### src/rtl/leaky_pkg.sv
// Shared constants and helpers for the leaky LIF neuron array.
// Optional spike counters are enabled by defining LEAKY_SPIKE_CNT_EN.
package leaky_pkg;

   localparam logic RESET_ZERO = 1'b0;
   localparam logic RESET_SUB  = 1'b1;

   // Unsigned add clamped to 2^w-1; valid for w in 1..32.
   function automatic logic [31:0] sat_add(input logic [31:0] a,
                                           input logic [31:0] b,
                                           input int unsigned w);
      logic [32:0] s;
      logic [32:0] lim;
      s   = {1'b0, a} + {1'b0, b};
      lim = (33'd1 << w) - 33'd1;
      return (s > lim) ? lim[31:0] : s[31:0];
   endfunction

endpackage

### src/rtl/leaky_lif_cell.sv
// One leaky integrate-and-fire channel: membrane state, refractory counter and fire logic.
// LEAKY_SPIKE_CNT_EN adds a saturating 8-bit spike counter with synchronous clear.
module leaky_lif_cell
   import leaky_pkg::*;
#(
   parameter int W      = 8,
   parameter int REFRAC = 2,
   parameter int SHW    = 3
) (
   input  logic           clk,
   input  logic           rst_n,
   input  logic           step_en,
   input  logic [W-1:0]   current,
   input  logic [W-1:0]   threshold,
   input  logic [SHW-1:0] leak_shift,
   input  logic           reset_mode,
`ifdef LEAKY_SPIKE_CNT_EN
   input  logic           cnt_clr,
   output logic [7:0]     spike_cnt,
`endif
   output logic [W-1:0]   state,
   output logic           spike,
   output logic           refrac_busy
);

   localparam int CW = (REFRAC < 1) ? 1 : $clog2(REFRAC + 1);
   localparam logic [CW-1:0] CNT_LOAD = CW'(REFRAC);
   localparam logic [CW-1:0] CNT_ONE  = CW'(1);

   logic [CW-1:0] cnt;
   logic [CW-1:0] cnt_nxt;
   logic [W-1:0]  decay;
   logic [W-1:0]  leaked;
   logic [W-1:0]  sum;
   logic [W-1:0]  state_nxt;
   logic          fire;
   logic          in_refrac;
   logic          spike_nxt;

   always_comb begin
      decay     = '0;
      leaked    = state;
      sum       = '0;
      fire      = 1'b0;
      in_refrac = (cnt != '0);
      state_nxt = state;
      cnt_nxt   = cnt;
      spike_nxt = 1'b0;

      // Shift amounts >= W naturally produce zero decay.
      if (leak_shift != '0)
         decay = state >> leak_shift;
      leaked = state - decay;
      sum    = W'(sat_add(32'(leaked), 32'(current), W));
      fire   = (threshold != '0) && (sum >= threshold);

      if (step_en) begin
         if (in_refrac) begin
            cnt_nxt = cnt - CNT_ONE;
         end else if (fire) begin
            spike_nxt = 1'b1;
            state_nxt = (reset_mode == RESET_SUB) ? (sum - threshold) : '0;
            cnt_nxt   = CNT_LOAD;
         end else begin
            state_nxt = sum;
         end
      end
   end

   always_ff @(posedge clk) begin
      if (!rst_n) begin
         state       <= '0;
         spike       <= 1'b0;
         cnt         <= '0;
         refrac_busy <= 1'b0;
      end else begin
         state       <= state_nxt;
         spike       <= spike_nxt;
         cnt         <= cnt_nxt;
         refrac_busy <= (cnt_nxt != '0);
      end
   end

`ifdef LEAKY_SPIKE_CNT_EN
   // Clear beats a same-cycle fire.
   always_ff @(posedge clk) begin
      if (!rst_n || cnt_clr)
         spike_cnt <= '0;
      else if (spike_nxt && (spike_cnt != 8'hFF))
         spike_cnt <= spike_cnt + 8'd1;
   end
`endif

endmodule

### src/rtl/leaky_lif_array.sv
// N_CH parallel leaky LIF channels sharing threshold, leak shift and reset mode.
// Define LEAKY_SPIKE_CNT_EN to add per-channel spike counters (spike_cnt, cnt_clr).
module leaky_lif_array
   import leaky_pkg::*;
#(
   parameter int N_CH   = 4,
   parameter int W      = 8,
   parameter int REFRAC = 2,
   parameter int SHW    = 3
) (
   input  logic              clk,
   input  logic              rst_n,
   input  logic              step_en,
   input  logic [N_CH*W-1:0] current,
   input  logic [W-1:0]      threshold,
   input  logic [SHW-1:0]    leak_shift,
   input  logic              reset_mode,
`ifdef LEAKY_SPIKE_CNT_EN
   input  logic              cnt_clr,
   output logic [N_CH*8-1:0] spike_cnt,
`endif
   output logic [N_CH*W-1:0] state,
   output logic [N_CH-1:0]   spike,
   output logic [N_CH-1:0]   refrac_busy
);

   for (genvar c = 0; c < N_CH; c++) begin : g_ch
      leaky_lif_cell #(
         .W      (W),
         .REFRAC (REFRAC),
         .SHW    (SHW)
      ) u_cell (
         .clk         (clk),
         .rst_n       (rst_n),
         .step_en     (step_en),
         .current     (current[c*W +: W]),
         .threshold   (threshold),
         .leak_shift  (leak_shift),
         .reset_mode  (reset_mode),
`ifdef LEAKY_SPIKE_CNT_EN
         .cnt_clr     (cnt_clr),
         .spike_cnt   (spike_cnt[c*8 +: 8]),
`endif
         .state       (state[c*W +: W]),
         .spike       (spike[c]),
         .refrac_busy (refrac_busy[c])
      );
   end

endmodule

### config.mk
export PLATFORM = sky130hd
export DESIGN_NAME = leaky_lif_array
export DESIGN_NICKNAME = d
export VERILOG_FILES = /design/src/rtl/leaky_pkg.sv /design/src/rtl/leaky_lif_cell.sv /design/src/rtl/leaky_lif_array.sv
export SDC_FILE = /design/constraint.sdc
export NUM_CORES = 1
export LEC_CHECK = 0
export ABC_CLOCK_PERIOD_IN_PS = 13900
export CAP_MARGIN = 25
export CORE_MARGIN = 5
export CORE_UTILIZATION = 30
export DETAILED_ROUTE_END_ITERATION = 8
export GPL_TIMING_DRIVEN = 0
export MAX_ROUTING_LAYER = met4
export SYNTH_ARGS = -nofsm -noshare
export SYNTH_HDL_FRONTEND = slang
export SYNTH_SLANG_ARGS = --single-unit
### constraint.sdc
create_clock -name clk -period 13.9 [get_ports clk]
set_clock_uncertainty 0.1 [all_clocks]
set_input_delay 4.17 -clock clk [delete_from_list [all_inputs] [get_ports clk]]
set_output_delay 4.17 -clock clk [all_outputs]
set_load 0.005 [all_outputs]
==> results of run 1 <==
[stage by stage]
stage / worst slack [ns] / hold slack (ns) / utilization (%) / cells
6_report: 3.15 / 0.394 / 36.2 / 1268
3_3_place_gp: 2.89 / 0.376 / 35.5 / 1260
5_1_grt: 2.61 / 0.417 / 36.2 / 1268
3_5_place_dp: 2.93 / 0.385 / 35.5 / 1260
2_1_floorplan: 4.18 / 0.363 / - / 892
4_1_cts: 3.22 / 0.394 / 36.2 / 1268
[routing by layer]
layer  track usage [%]  up-vias
met1              22.6     3182
met2              26.9      238
met3              2.23       24
met5                 -        -
li1                  -     3464
met4              4.18        0
[layout make-up]
type | count | area (sq um)
multi-input combinational | 753 | 5430
timing repair buffer | 83 | 831
clock buffer | 8 | 146
buffer | 33 | 165
fill | 2338 | 14300
sequential | 48 | 961
tap | 285 | 357
inverter | 58 | 218
[cell usage in the layout, fill, tap and decap left out, drive strengths merged, types with 10 or more instances in the layout]
cell,count
a211oi,11
a21o,17
a21oi,47
a221o,12
a31oi,33
buf,16
clkbuf,25
clkdlybuf4s50,83
dfxtp,48
fa,12
ha,96
inv,58
mux2,12
mux2i,10
nand2,78
nand2b,19
nand3,25
nand3b,15
nor2,60
nor2b,29
nor3,14
o21a,19
o21ai,103
or3,12
xnor2,25
xor2,16
[cells in the mapped netlist (all sizes together) (10+ instances only)]
master / n
a211oi: 11
nand2: 78
buf: 16
a21o: 17
a221o: 12
mux2i: 10
nand3: 25
a31oi: 33
nand3b: 15
inv: 58
clkbuf: 17
mux2: 12
or3: 12
a21oi: 47
fa: 12
o21a: 19
o21ai: 103
nor3: 14
xor2: 16
dfxtp: 48
nor2b: 29
nor2: 60
ha: 96
nand2b: 19
xnor2: 25
[worst reg2reg max path: cells and delay by family, from the launching register on]
kind            cells  cell delay, ns
xor+xnor            1            0.08
flops               1            0.41
compound gates     11            2.88
fa+ha+maj           4            0.97
simple gates        5            1.25
mux                 1            0.31
[worst paths after layout]
check	to	cells past startpoint	start
worst min register to register	g_ch[0].u_cell.cnt[1]	2	g_ch[0].u_cell.cnt[1]
worst min-delay path	g_ch[0].u_cell.cnt[1]	2	g_ch[0].u_cell.cnt[1]
worst max-delay path	g_ch[2].u_cell.state[6]	25	leak_shift[0]
worst max register to register	g_ch[2].u_cell.state[6]	22	g_ch[2].u_cell.state[4]
[flip-flops by register name, summed over array words and instances (netlist names)]
signal,cells
g_ch.u_cell.cnt,8
g_ch.u_cell.refrac_busy,4
g_ch.u_cell.spike,4
g_ch.u_cell.state,32
[cell families (layout without fill, tap and decap cells)]
logic type	Yosys count	in the layout	share of synthesized area [%]
multiplexers	25	25	4.47
adder cells (fa/ha/maj)	108	108	21.3
flip-flops	48	48	14.2
AND/OR/NAND/NOR	279	279	20.3
XOR/XNOR	41	41	5.30
buffers and inverters	91	182	5.65
AO/OA/AOI/OAI	300	300	28.8
==> results_tabular.tex, run 1 <==
\begin{tabular}{lr}
\hline
Metric & Value \\
\hline
\multicolumn{2}{l}{\textbf{Outcome}} \\
\quad Status & finished clean \\
\multicolumn{2}{l}{\textbf{Yosys}} \\
\quad Netlist area before placement & 0.00678 sq mm \\
\quad Instance count of the mapped netlist & 892 \\
\quad Library cell occupying the most area in the post-synthesis netlist & sky130\_fd\_sc\_hd\_\_ha\_1 \\
\quad Top cells by area, synth & sky130\_fd\_sc\_hd\_\_ha\_1 18\%, sky130\_fd\_sc\_hd\_\_dfxtp\_1 14\%, sky130\_fd\_sc\_hd\_\_o21ai\_0 7.2\% \\
\quad Number of nets produced by synthesis & 1047 \\
\quad Number of flops mapped to enable cells by yosys & 0 \\
\quad Share of async-settable or async-resettable flops after synthesis & 0\% \\
\quad Per-instance average area after synthesis & 7.60 sq um \\
\quad Share of the synthesized area in the top cell type & 17.7\% \\
\quad Ys Warns & 0 \\
\quad Most used flip-flop cell after synthesis & sky130\_fd\_sc\_hd\_\_dfxtp\_1 \\
\quad Count of state elements after synthesis & 48 \\
\quad Sequential element share of the synthesized area & 14.2\% \\
\quad Number of unique standard cell types used by synthesis & 64 \\
\multicolumn{2}{l}{\textbf{Critical path}} \\
\quad Required arrival time at the worst endpoint & 14.02 ns \\
\quad Critical-path maximum fanout & 10 \\
\quad Crit path DAT & 10.87 ns \\
\quad Crit. End Element & register \\
\quad Buffering stage count on the worst path with inverters included & 3 \\
\quad Cell with the most instances on the worst path & sky130\_fd\_sc\_hd\_\_o21ai\_0 \\
\quad Kind of cell adding the most delay to the critical path & compound AO/OA/AOI/OAI gates \\
\quad Critical path type & input pin to register \\
\quad CP max-delay cell & sky130\_fd\_sc\_hd\_\_buf\_1 \\
\quad Critical path's largest stage delay & 0.52 ns \\
\quad Crit start category & input pin \\
\quad Register-to-register setup slack & 7.83 ns \\
\multicolumn{2}{l}{\textbf{Clocking}} \\
\quad Clk pin slew, worst setup/hold paths & 0.06 ns \\
\quad Number of buffers between clock root and the deepest sink & 2 \\
\quad CTS-repair resized insts & 0 \\
\quad Count of H-tree levels built during CTS & 2 \\
\quad Post-cts hold buffer count & 0 \\
\quad CTS Root Buffer Type & sky130\_fd\_sc\_hd\_\_clkbuf\_16 \\
\quad Total clock buffers created by CTS & 5 \\
\quad Clock tree from TritonCTS & built \\
\quad \# Post-CTS Setup Buffers & 0 \\
\quad Clock latency reported for the late side of the worst-skew pair & 0.29 ns \\
\quad Clock sink count & 48 \\
\multicolumn{2}{l}{\textbf{Detailed routing}} \\
\quad Total length of routed wires & 22000 um \\
\quad Post-detailed-route wirelength per cell & 17.4 um \\
\quad Met2 Wirelength & 10100 um \\
\quad DR vias & 6908 \\
\quad Met3 Wirelength & 1330 um \\
\quad DR iter-0 viols & 572 \\
\quad Max Used Layer & met4 \\
\quad Vias per Instance & 5.45 \\
\quad Metal1 wirelength & 10300 um \\
\quad Number of remaining DRC errors & 0 \\
\quad Detailed-routing iteration count for the pre-antenna-repair pass & 5 \\
\quad Number of antenna-violating nets in the routed design & 0 \\
\multicolumn{2}{l}{\textbf{Global route}} \\
\quad Number of antenna violations at the first check in global routing & 0 \\
\quad Wire length of the first global-routing pass & 34000 um \\
\quad Vias in the first global route & 6356 \\
\quad Overflow left after global routing & 0 \\
\quad Total global routing track utilization & 16.8\% \\
\quad Pin count of the biggest net entering global routing & 14 \\
\multicolumn{2}{l}{\textbf{Die}} \\
\quad Floorplan die height & 160 um \\
\quad Number of rows created at floorplan & 55 \\
\quad Area of the die & 0.0257 sq mm \\
\quad IO Count & 87 \\
\quad Starting density of the core & 30.2\% \\
\quad Core area & 0.0224 sq mm \\
\quad Die extent in x & 160 um \\
\multicolumn{2}{l}{\textbf{STA}} \\
\quad Final setup fails & 0 \\
\quad Final worst-path cycle share & 77.3\% \\
\quad Setup tns final & 0 ns \\
\quad Final critical-path required period & 10.75 ns \\
\quad Slew Viols, Final & 0 \\
\quad Final count of hold timing violations & 0 \\
\quad Setup repair after global routing missed its margin & false \\
\quad Slew at the pin closest to its max-slew limit & 0.943 ns \\
\quad Remaining max-slew budget at the tightest pin & 37.1\% \\
\quad Achievable Freq & 0.0930 GHz \\
\multicolumn{2}{l}{\textbf{Place}} \\
\quad Instance area after placement & 0.00797 sq mm \\
\quad Detailed placement HPWL & 17400 um \\
\quad Routability Congestion & 0.888 \\
\quad Buffers added on ports & 83 \\
\multicolumn{2}{l}{\textbf{Hold path}} \\
\quad Type of the tightest min-delay check & register to register \\
\multicolumn{2}{l}{\textbf{Finish}} \\
\quad Final instance area & 0.00811 sq mm \\
\quad Number of diodes & 0 \\
\quad Fraction of layout cells with a size suffix above 1 & 4.68\% \\
\quad Nets@finish & 1137 \\
\quad Area growth from synthesis to layout & 19.7\% \\
\multicolumn{2}{l}{\textbf{Run}} \\
\quad Number of maximum-capacitance constraint violations & 0 \\
\hline
\end{tabular}
Power of run 1 is left out: the tool's default activity adds up to more than one toggle a clock period on the data nets, which glitch-free logic cannot reach.
==> inputs of run 2 (changes only) <==
--- a/config.mk
+++ b/config.mk
@@ -5,7 +5,7 @@
 export SDC_FILE = /design/constraint.sdc
 export NUM_CORES = 1
 export LEC_CHECK = 0
-export ABC_CLOCK_PERIOD_IN_PS = 13900
+export ABC_CLOCK_PERIOD_IN_PS = 9640
 export CAP_MARGIN = 25
 export CORE_MARGIN = 5
 export CORE_UTILIZATION = 30
==> constraint.sdc (replaced) <==
create_clock -name clk -period 9.64 [get_ports clk]
set_clock_uncertainty 0.1 [all_clocks]
set_input_delay 2.892 -clock clk [delete_from_list [all_inputs] [get_ports clk]]
set_output_delay 2.892 -clock clk [all_outputs]
set_load 0.005 [all_outputs]
==> run 2 against run 1 <==
Worst hold slack better by 0.0022 ns. Utilization about the same. Cell count about the same. First-iteration DRC count fell by 8.6%. Flip-flop and latch count did not move. Wire length is 0.18% lower. Cell area is essentially flat. Worst setup slack worse by 2.6 ns. Critical path type unchanged. Highest routed layer unchanged.
==> results_tabular.tex, run 2 (synthesized netlist as in run 1, its figures left out) <==
\begin{tabular}{lr}
\hline
Metric & Value \\
\hline
\multicolumn{2}{l}{\textbf{Outcome}} \\
\quad Status & finished clean \\
\multicolumn{2}{l}{\textbf{STA}} \\
\quad Final critical-path required period & 9.09 ns \\
\quad Achievable Freq & 0.110 GHz \\
\quad Final worst-path cycle share & 94.3\% \\
\quad Final count of hold timing violations & 0 (unchanged) \\
\quad Slew at the pin closest to its max-slew limit & 0.937 ns (-0.00562 ns) \\
\quad Final setup fails & 0 (unchanged) \\
\quad Slew Viols, Final & 0 (unchanged) \\
\quad Setup tns final & 0 ns (unchanged) \\
\quad Worst hold slack across all endpoints & 0.396 ns (+0.00224 ns) \\
\quad Setup repair after global routing missed its margin & false \\
\quad Remaining max-slew budget at the tightest pin & 37.5\% (+0.37 points) \\
\multicolumn{2}{l}{\textbf{Critical path}} \\
\quad Required arrival time at the worst endpoint & 9.71 ns (-4.31 ns) \\
\quad Critical-path maximum fanout & 10 (unchanged) \\
\quad Endpoint of the most critical register-to-register path & g\_ch[3].u\_cell.refrac\_busy \\
\quad Critical path type & input pin to register \\
\quad Crit start category & input pin \\
\quad Crit. End Element & register \\
\quad Register-to-register setup slack & 3.52 ns (-4.31 ns) \\
\quad Crit path DAT & 9.16 ns (-1.71 ns) \\
\quad Depth of the worst register-to-register path & 22 (unchanged) \\
\quad Critical R2R Launch & g\_ch[3].u\_cell.state[5] \\
\multicolumn{2}{l}{\textbf{Detailed routing}} \\
\quad Total length of routed wires & 22000 um (-0.18\%) \\
\quad Vias per Instance & 5.41 (-0.65\%) \\
\quad DR iter-0 viols & 523 (-8.6\%) \\
\quad Detailed-routing iteration count for the pre-antenna-repair pass & 5 (unchanged) \\
\quad Number of antenna-violating nets in the routed design & 0 (unchanged) \\
\quad Post-detailed-route wirelength per cell & 17.4 um (-0.10\%) \\
\quad DR vias & 6858 (-0.72\%) \\
\quad Number of remaining DRC errors & 0 (unchanged) \\
\multicolumn{2}{l}{\textbf{Global route}} \\
\quad Overflow left after global routing & 0 (unchanged) \\
\quad Pin count of the biggest net entering global routing & 14 (unchanged) \\
\quad Total global routing track utilization & 16.8\% (unchanged) \\
\quad Wire length of the first global-routing pass & 34000 um (unchanged) \\
\quad Number of antenna violations at the first check in global routing & 0 (unchanged) \\
\quad Vias in the first global route & 6356 (unchanged) \\
\multicolumn{2}{l}{\textbf{Die}} \\
\quad Number of rows created at floorplan & 55 (unchanged) \\
\quad IO Count & 87 (unchanged) \\
\quad Die extent in x & 160 um (unchanged) \\
\quad Floorplan die height & 160 um (unchanged) \\
\quad Starting density of the core & 30.2\% (unchanged) \\
\quad Area of the die & 0.0257 sq mm (unchanged) \\
\quad Core area & 0.0224 sq mm (unchanged) \\
\multicolumn{2}{l}{\textbf{Finish}} \\
\quad Total of fill cells in the finished design & 2338 (unchanged) \\
\quad Post-route insts no fill & 1267 (-0.079\%) \\
\quad Flip-flop count of the largest register, all copies and words added & 32 (unchanged) \\
\quad Commonest non-fill, non-tap cells in the layout & 98 x sky130\_fd\_sc\_hd\_\_o21ai\_0, 96 x sky130\_fd\_sc\_hd\_\_ha\_1, 83 x sky130\_fd\_sc\_hd\_\_clkdlybuf4s50\_1, 78 x sky130\_fd\_sc\_hd\_\_nand2\_1, 59 x sky130\_fd\_sc\_hd\_\_nor2\_1 \\
\quad Top reg by flops & g\_ch.u\_cell.state \\
\quad Fraction of layout cells with a size suffix above 1 & 4.99\% (+0.31 points) \\
\quad Number of diodes & 0 (unchanged) \\
\quad Registers with the most flip-flops & g\_ch.u\_cell.state x32, g\_ch.u\_cell.cnt x8 \\
\quad Nets@finish & 1136 (-0.088\%) \\
\quad Commonest non-fill, non-tap cell in the layout & sky130\_fd\_sc\_hd\_\_o21ai\_0 \\
\quad Core occupancy in the finished layout & 36.2\% (about the same) \\
\quad Area growth from synthesis to layout & 19.7\% (about the same) \\
\multicolumn{2}{l}{\textbf{Place}} \\
\quad Detailed placement HPWL & 17400 um (unchanged) \\
\quad Buffers added on ports & 83 (unchanged) \\
\quad Routability Congestion & 0.888 (unchanged) \\
\quad Cell Count Post-Placement & 1260 (unchanged) \\
\multicolumn{2}{l}{\textbf{Clocking}} \\
\quad Count of H-tree levels built during CTS & 2 (unchanged) \\
\quad Total clock buffers created by CTS & 5 (unchanged) \\
\quad Clk pin slew, worst setup/hold paths & 0.06 ns (about the same) \\
\quad Number of buffers between clock root and the deepest sink & 2 (unchanged) \\
\quad CTS Root Buffer Type & sky130\_fd\_sc\_hd\_\_clkbuf\_16 \\
\quad Clock latency reported for the late side of the worst-skew pair & 0.30 ns (about the same) \\
\quad Clock sink count & 48 (unchanged) \\
\quad \# Post-CTS Setup Buffers & 0 (unchanged) \\
\quad Clock tree from TritonCTS & built \\
\multicolumn{2}{l}{\textbf{Hold path}} \\
\quad Type of the tightest min-delay check & register to register \\
\quad Instance count along the most critical hold path & 2 (unchanged) \\
\quad WHS Endpoint & g\_ch[1].u\_cell.cnt[1] \\
\quad Worst Hold Launch & g\_ch[1].u\_cell.cnt[1] \\
\multicolumn{2}{l}{\textbf{Run}} \\
\quad Number of maximum-capacitance constraint violations & 0 (unchanged) \\
\hline
\end{tabular}
[run 2: cell count changes in the layout (fill, tap and decap cells not counted)]
cell,change
sky130_fd_sc_hd__buf_1,-2
sky130_fd_sc_hd__clkbuf_2,+2
sky130_fd_sc_hd__clkbuf_1,-1
sky130_fd_sc_hd__nor2_1,-1
sky130_fd_sc_hd__nor2_2,+1
[run 2: timing repair]
action	CTS	global route
setup endpoints to repair	0	38
hold buffers	0	0
gates resized for setup	0	4
[run 2: how the worst max path moves through the flow]
stage	from	to	slack [ns]	cells past startpoint
4_1_cts	leak_shift[0]	g_ch[3].u_cell.refrac_busy	0.23	25
3_3_place_gp	leak_shift[0]	g_ch[0].u_cell.state[7]	-0.09	25
3_5_place_dp	leak_shift[0]	g_ch[3].u_cell.refrac_busy	-0.06	25
2_1_floorplan	leak_shift[0]	g_ch[3].u_cell.state[3]	1.19	26
5_1_grt	leak_shift[0]	g_ch[0].u_cell.state[7]	0.04	25
6_report	leak_shift[0]	g_ch[3].u_cell.refrac_busy	0.55	25
[run 2: layout make-up]
type / instances / area, sq um / area share, %
clock buffer: 8 / 146 / 1.80
timing repair buffer: 83 / 831 / 10.2
sequential: 48 / 961 / 11.8
buffer: 32 / 164 / 2.02
inverter: 58 / 218 / 2.68
tap: 285 / 357 / 4.40
multi-input combinational: 753 / 5440 / 67.0
[run 2: critical path, cell delays in order]
cell and delay, ns:
sky130_fd_sc_hd__buf_2 0.24, sky130_fd_sc_hd__clkbuf_2 0.33, sky130_fd_sc_hd__clkbuf_2 0.33, sky130_fd_sc_hd__nand3b_1 0.15, sky130_fd_sc_hd__o21ai_0 0.15, sky130_fd_sc_hd__o21ai_0 0.36
sky130_fd_sc_hd__ha_1 0.30, sky130_fd_sc_hd__nor2b_1 0.12, sky130_fd_sc_hd__o21ai_0 0.18, sky130_fd_sc_hd__a21boi_0 0.14, sky130_fd_sc_hd__o21ai_0 0.26, sky130_fd_sc_hd__nor2b_1 0.20
sky130_fd_sc_hd__xnor2_1 0.14, sky130_fd_sc_hd__ha_1 0.30, sky130_fd_sc_hd__and3_1 0.18, sky130_fd_sc_hd__a221o_1 0.33, sky130_fd_sc_hd__o22ai_1 0.54, sky130_fd_sc_hd__nand2_1 0.16
sky130_fd_sc_hd__ha_1 0.38, sky130_fd_sc_hd__nor2b_1 0.16, sky130_fd_sc_hd__o31a_1 0.27, sky130_fd_sc_hd__o31a_1 0.30, sky130_fd_sc_hd__o221ai_2 0.37, sky130_fd_sc_hd__nor2_1 0.08
sky130_fd_sc_hd__o31a_1 0.29
[run 2: metrics by stage]
stage / cell area, sq um / worst slack (ns)
6_report: 8110 / 0.550
5_1_grt: 8110 / 0.0367
4_1_cts: 8110 / 0.234
3_5_place_dp: 7970 / -0.0555
3_3_place_gp: 7970 / -0.0900
2_1_floorplan: 6780 / 1.19
[run 2: routing by layer]
layer | vias up | share of wire [%] | global-route usage [%]
met4 | 0 | 1.8 | 4.18
met3 | 30 | 6.2 | 2.23
met1 | 3124 | 47 | 22.6
li1 | 3458 | - | -
met5 | - | 0 | -
met2 | 246 | 45 | 26.9
Power of run 2 is left out for the same reason.
==> inputs of run 3 (changes only) <==
--- a/config.mk
+++ b/config.mk
@@ -12,6 +12,7 @@
 export DETAILED_ROUTE_END_ITERATION = 8
 export GPL_TIMING_DRIVEN = 0
 export MAX_ROUTING_LAYER = met4
+export PLACE_DENSITY = 0.48
 export SYNTH_ARGS = -nofsm -noshare
 export SYNTH_HDL_FRONTEND = slang
 export SYNTH_SLANG_ARGS = --single-unit
==> run 3 against run 2 <==
Worst hold slack worse by 0.0050 ns. Register-to-register slack barely moved. Worst setup slack better by 0.019 ns. Global-route usage grew 1.1 points. Utilization up 0.050 points. Cell count is essentially flat. Flip-flop and latch count is the same. Clock-buffer cell count did not move. Critical path depth unchanged. Die area is the same. Wire length up 5.1%.
==> results_tabular.tex, run 3 (synthesized netlist as in run 1, its figures left out) <==
\begin{tabular}{lr}
\hline
Metric & Value \\
\hline
\multicolumn{2}{l}{\textbf{Global route}} \\
\quad Total global routing track utilization & 18.0\% (+1.1 points) \\
\quad Number of antenna violations at the first check in global routing & 0 (unchanged) \\
\quad Wire length of the first global-routing pass & 36200 um (+6.3\%) \\
\quad Vias in the first global route & 6655 (+4.7\%) \\
\quad Pin count of the biggest net entering global routing & 14 (unchanged) \\
\quad Overflow left after global routing & 0 (unchanged) \\
\multicolumn{2}{l}{\textbf{Detailed routing}} \\
\quad Number of remaining DRC errors & 0 (unchanged) \\
\quad DR iter-0 viols & 448 (-14\%) \\
\quad DR vias & 6854 (-0.058\%) \\
\quad Post-detailed-route wirelength per cell & 18.2 um (+5.0\%) \\
\quad Number of antenna-violating nets in the routed design & 0 (unchanged) \\
\quad Detailed-routing iteration count for the pre-antenna-repair pass & 5 (unchanged) \\
\quad Vias per Instance & 5.41 (-0.14\%) \\
\quad Total length of routed wires & 23100 um (+5.1\%) \\
\multicolumn{2}{l}{\textbf{Clocking}} \\
\quad Number of buffers between clock root and the deepest sink & 2 (unchanged) \\
\quad \# Post-CTS Setup Buffers & 0 (unchanged) \\
\quad Clk pin slew, worst setup/hold paths & 0.06 ns (about the same) \\
\quad Post-cts hold buffer count & 0 (unchanged) \\
\quad Total clock buffers created by CTS & 5 (unchanged) \\
\quad Clock tree from TritonCTS & built \\
\quad Count of H-tree levels built during CTS & 2 (unchanged) \\
\quad Clock latency reported for the late side of the worst-skew pair & 0.30 ns (about the same) \\
\quad CTS Root Buffer Type & sky130\_fd\_sc\_hd\_\_clkbuf\_16 \\
\quad Clock sink count & 48 (unchanged) \\
\multicolumn{2}{l}{\textbf{Hold path}} \\
\quad Instance count along the most critical hold path & 2 (unchanged) \\
\quad Worst Hold Launch & g\_ch[1].u\_cell.cnt[1] \\
\quad Type of the tightest min-delay check & register to register \\
\quad WHS Endpoint & g\_ch[1].u\_cell.cnt[1] \\
\multicolumn{2}{l}{\textbf{STA}} \\
\quad Final critical-path required period & 9.07 ns (-0.0190 ns) \\
\quad Achievable Freq & 0.110 GHz (+0.21\%) \\
\quad Final worst-path cycle share & 94.1\% (-0.20 points) \\
\quad Final setup fails & 0 (unchanged) \\
\quad Final count of hold timing violations & 0 (unchanged) \\
\quad Setup repair after global routing missed its margin & false \\
\quad Slew at the pin closest to its max-slew limit & 0.960 ns (+0.0223 ns) \\
\quad Slew Viols, Final & 0 (unchanged) \\
\quad Remaining max-slew budget at the tightest pin & 36.0\% (-1.5 points) \\
\multicolumn{2}{l}{\textbf{Critical path}} \\
\quad Critical path type & input pin to register \\
\quad Crit. End Element & register \\
\quad Crit path DAT & 9.13 ns (-0.03 ns) \\
\quad Critical R2R Launch & g\_ch[2].u\_cell.state[4] \\
\quad Crit start category & input pin \\
\quad Depth of the worst register-to-register path & 22 (unchanged) \\
\quad Required arrival time at the worst endpoint & 9.70 ns (about the same) \\
\quad Register-to-register setup slack & 3.51 ns (about the same) \\
\quad Critical-path maximum fanout & 10 (unchanged) \\
\quad Endpoint of the most critical register-to-register path & g\_ch[2].u\_cell.state[6] \\
\multicolumn{2}{l}{\textbf{Finish}} \\
\quad Commonest non-fill, non-tap cell in the layout & sky130\_fd\_sc\_hd\_\_o21ai\_0 \\
\quad Fraction of layout cells with a size suffix above 1 & 5.09\% (+0.097 points) \\
\quad Flip-flop count of the largest register, all copies and words added & 32 (unchanged) \\
\quad Final instance area & 0.00812 sq mm (+0.14\%) \\
\quad Commonest non-fill, non-tap cells in the layout & 97 x sky130\_fd\_sc\_hd\_\_o21ai\_0, 96 x sky130\_fd\_sc\_hd\_\_ha\_1, 83 x sky130\_fd\_sc\_hd\_\_clkdlybuf4s50\_1, 78 x sky130\_fd\_sc\_hd\_\_nand2\_1, 60 x sky130\_fd\_sc\_hd\_\_nor2\_1 \\
\quad Top reg by flops & g\_ch.u\_cell.state \\
\quad Number of diodes & 0 (unchanged) \\
\quad Registers with the most flip-flops & g\_ch.u\_cell.state x32, g\_ch.u\_cell.cnt x8 \\
\quad Nets@finish & 1137 (+0.088\%) \\
\quad Area growth from synthesis to layout & 19.9\% \\
\multicolumn{2}{l}{\textbf{Die}} \\
\quad Number of rows created at floorplan & 55 (unchanged) \\
\quad IO Count & 87 (unchanged) \\
\quad Floorplan die height & 160 um (unchanged) \\
\quad Area of the die & 0.0257 sq mm (unchanged) \\
\quad Core area & 0.0224 sq mm (unchanged) \\
\quad Die extent in x & 160 um (unchanged) \\
\quad Starting density of the core & 30.2\% (unchanged) \\
\multicolumn{2}{l}{\textbf{Place}} \\
\quad Detailed placement HPWL & 18300 um (+5.3\%) \\
\quad Instance area after placement & 0.00797 sq mm (unchanged) \\
\quad Routability Congestion & 0.839 (-5.5\%) \\
\quad Buffers added on ports & 83 (unchanged) \\
\multicolumn{2}{l}{\textbf{Run}} \\
\quad Number of maximum-capacitance constraint violations & 0 (unchanged) \\
\multicolumn{2}{l}{\textbf{Outcome}} \\
\quad Status & finished clean \\
\hline
\end{tabular}
-- run 3: cell types whose count changed in the layout (fill, tap and decap cells not counted), sizes merged --
cell / previous run / this run
clkbuf: 26 / 27
-- run 3: per-stage QoR --
stage                     util [%]  hold WS (ns)  setup TNS (ns)  setup slack, ns  instances
final                         36.2         0.391               0            0.569       1268
after global routing          36.2         0.423               0          0.00310       1268
after CTS                     36.2         0.395               0           0.0632       1268
after detailed placement      35.5         0.386           -1.32           -0.214       1260
after global placement        35.5         0.380           -1.46           -0.276       1260
after floorplan                  -         0.363               0             1.19        892
-- run 3: layout make-up --
class | count | area [sq um]
inverters | 58 | 218
multi-input cells | 753 | 5440
clock buffers | 8 | 146
fillers | 2417 | 14300
plain buffers | 33 | 170
flip-flops and latches | 48 | 961
repair buffers | 83 | 831
well taps | 285 | 357
-- run 3: how the worst max path moves through the flow --
stage	startpoint	end	slack [ns]	cells after the start
2_1_floorplan	leak_shift[0]	g_ch[3].u_cell.state[3]	1.19	26
3_3_place_gp	leak_shift[0]	g_ch[0].u_cell.state[7]	-0.28	25
3_5_place_dp	leak_shift[0]	g_ch[0].u_cell.state[7]	-0.21	25
4_1_cts	leak_shift[0]	g_ch[0].u_cell.state[7]	0.06	25
5_1_grt	leak_shift[0]	g_ch[2].u_cell.state[6]	0.003	25
6_report	leak_shift[0]	g_ch[3].u_cell.refrac_busy	0.57	25
-- run 3: worst max-delay path, stage by stage --
cell and delay, ns:
sky130_fd_sc_hd__buf_2 0.23, sky130_fd_sc_hd__clkbuf_2 0.32, sky130_fd_sc_hd__clkbuf_2 0.33, sky130_fd_sc_hd__nand3b_1 0.14, sky130_fd_sc_hd__o21ai_0 0.13, sky130_fd_sc_hd__o21ai_0 0.36, sky130_fd_sc_hd__ha_1 0.30, sky130_fd_sc_hd__nor2b_1 0.13
sky130_fd_sc_hd__o21ai_0 0.22, sky130_fd_sc_hd__a21boi_0 0.15, sky130_fd_sc_hd__o21ai_0 0.24, sky130_fd_sc_hd__nor2b_1 0.20, sky130_fd_sc_hd__xnor2_1 0.15, sky130_fd_sc_hd__ha_1 0.30, sky130_fd_sc_hd__and3_1 0.18, sky130_fd_sc_hd__a221o_1 0.35
sky130_fd_sc_hd__o22ai_1 0.48, sky130_fd_sc_hd__nand2_1 0.17, sky130_fd_sc_hd__ha_1 0.37, sky130_fd_sc_hd__nor2b_1 0.17, sky130_fd_sc_hd__o31a_1 0.28, sky130_fd_sc_hd__o31a_1 0.31, sky130_fd_sc_hd__o221ai_2 0.34, sky130_fd_sc_hd__nor2_1 0.08
sky130_fd_sc_hd__o31a_1 0.29
-- run 3: repair_timing --
action / 4_1_cts / 5_1_grt
hold endpoints to repair: 0 / 0
gates resized for setup: 0 / 8
setup endpoints to repair: 0 / 34
-- run 3: metal layers --
metal	up-vias	share of wire, %	GRT usage (%)
met5	-	0	-
met4	0	2.3	4.58
met3	27	3.7	1.82
met2	176	44	28.3
met1	3192	50	24.8
li1	3459	-	-
Power of run 3 is left out for the same reason.
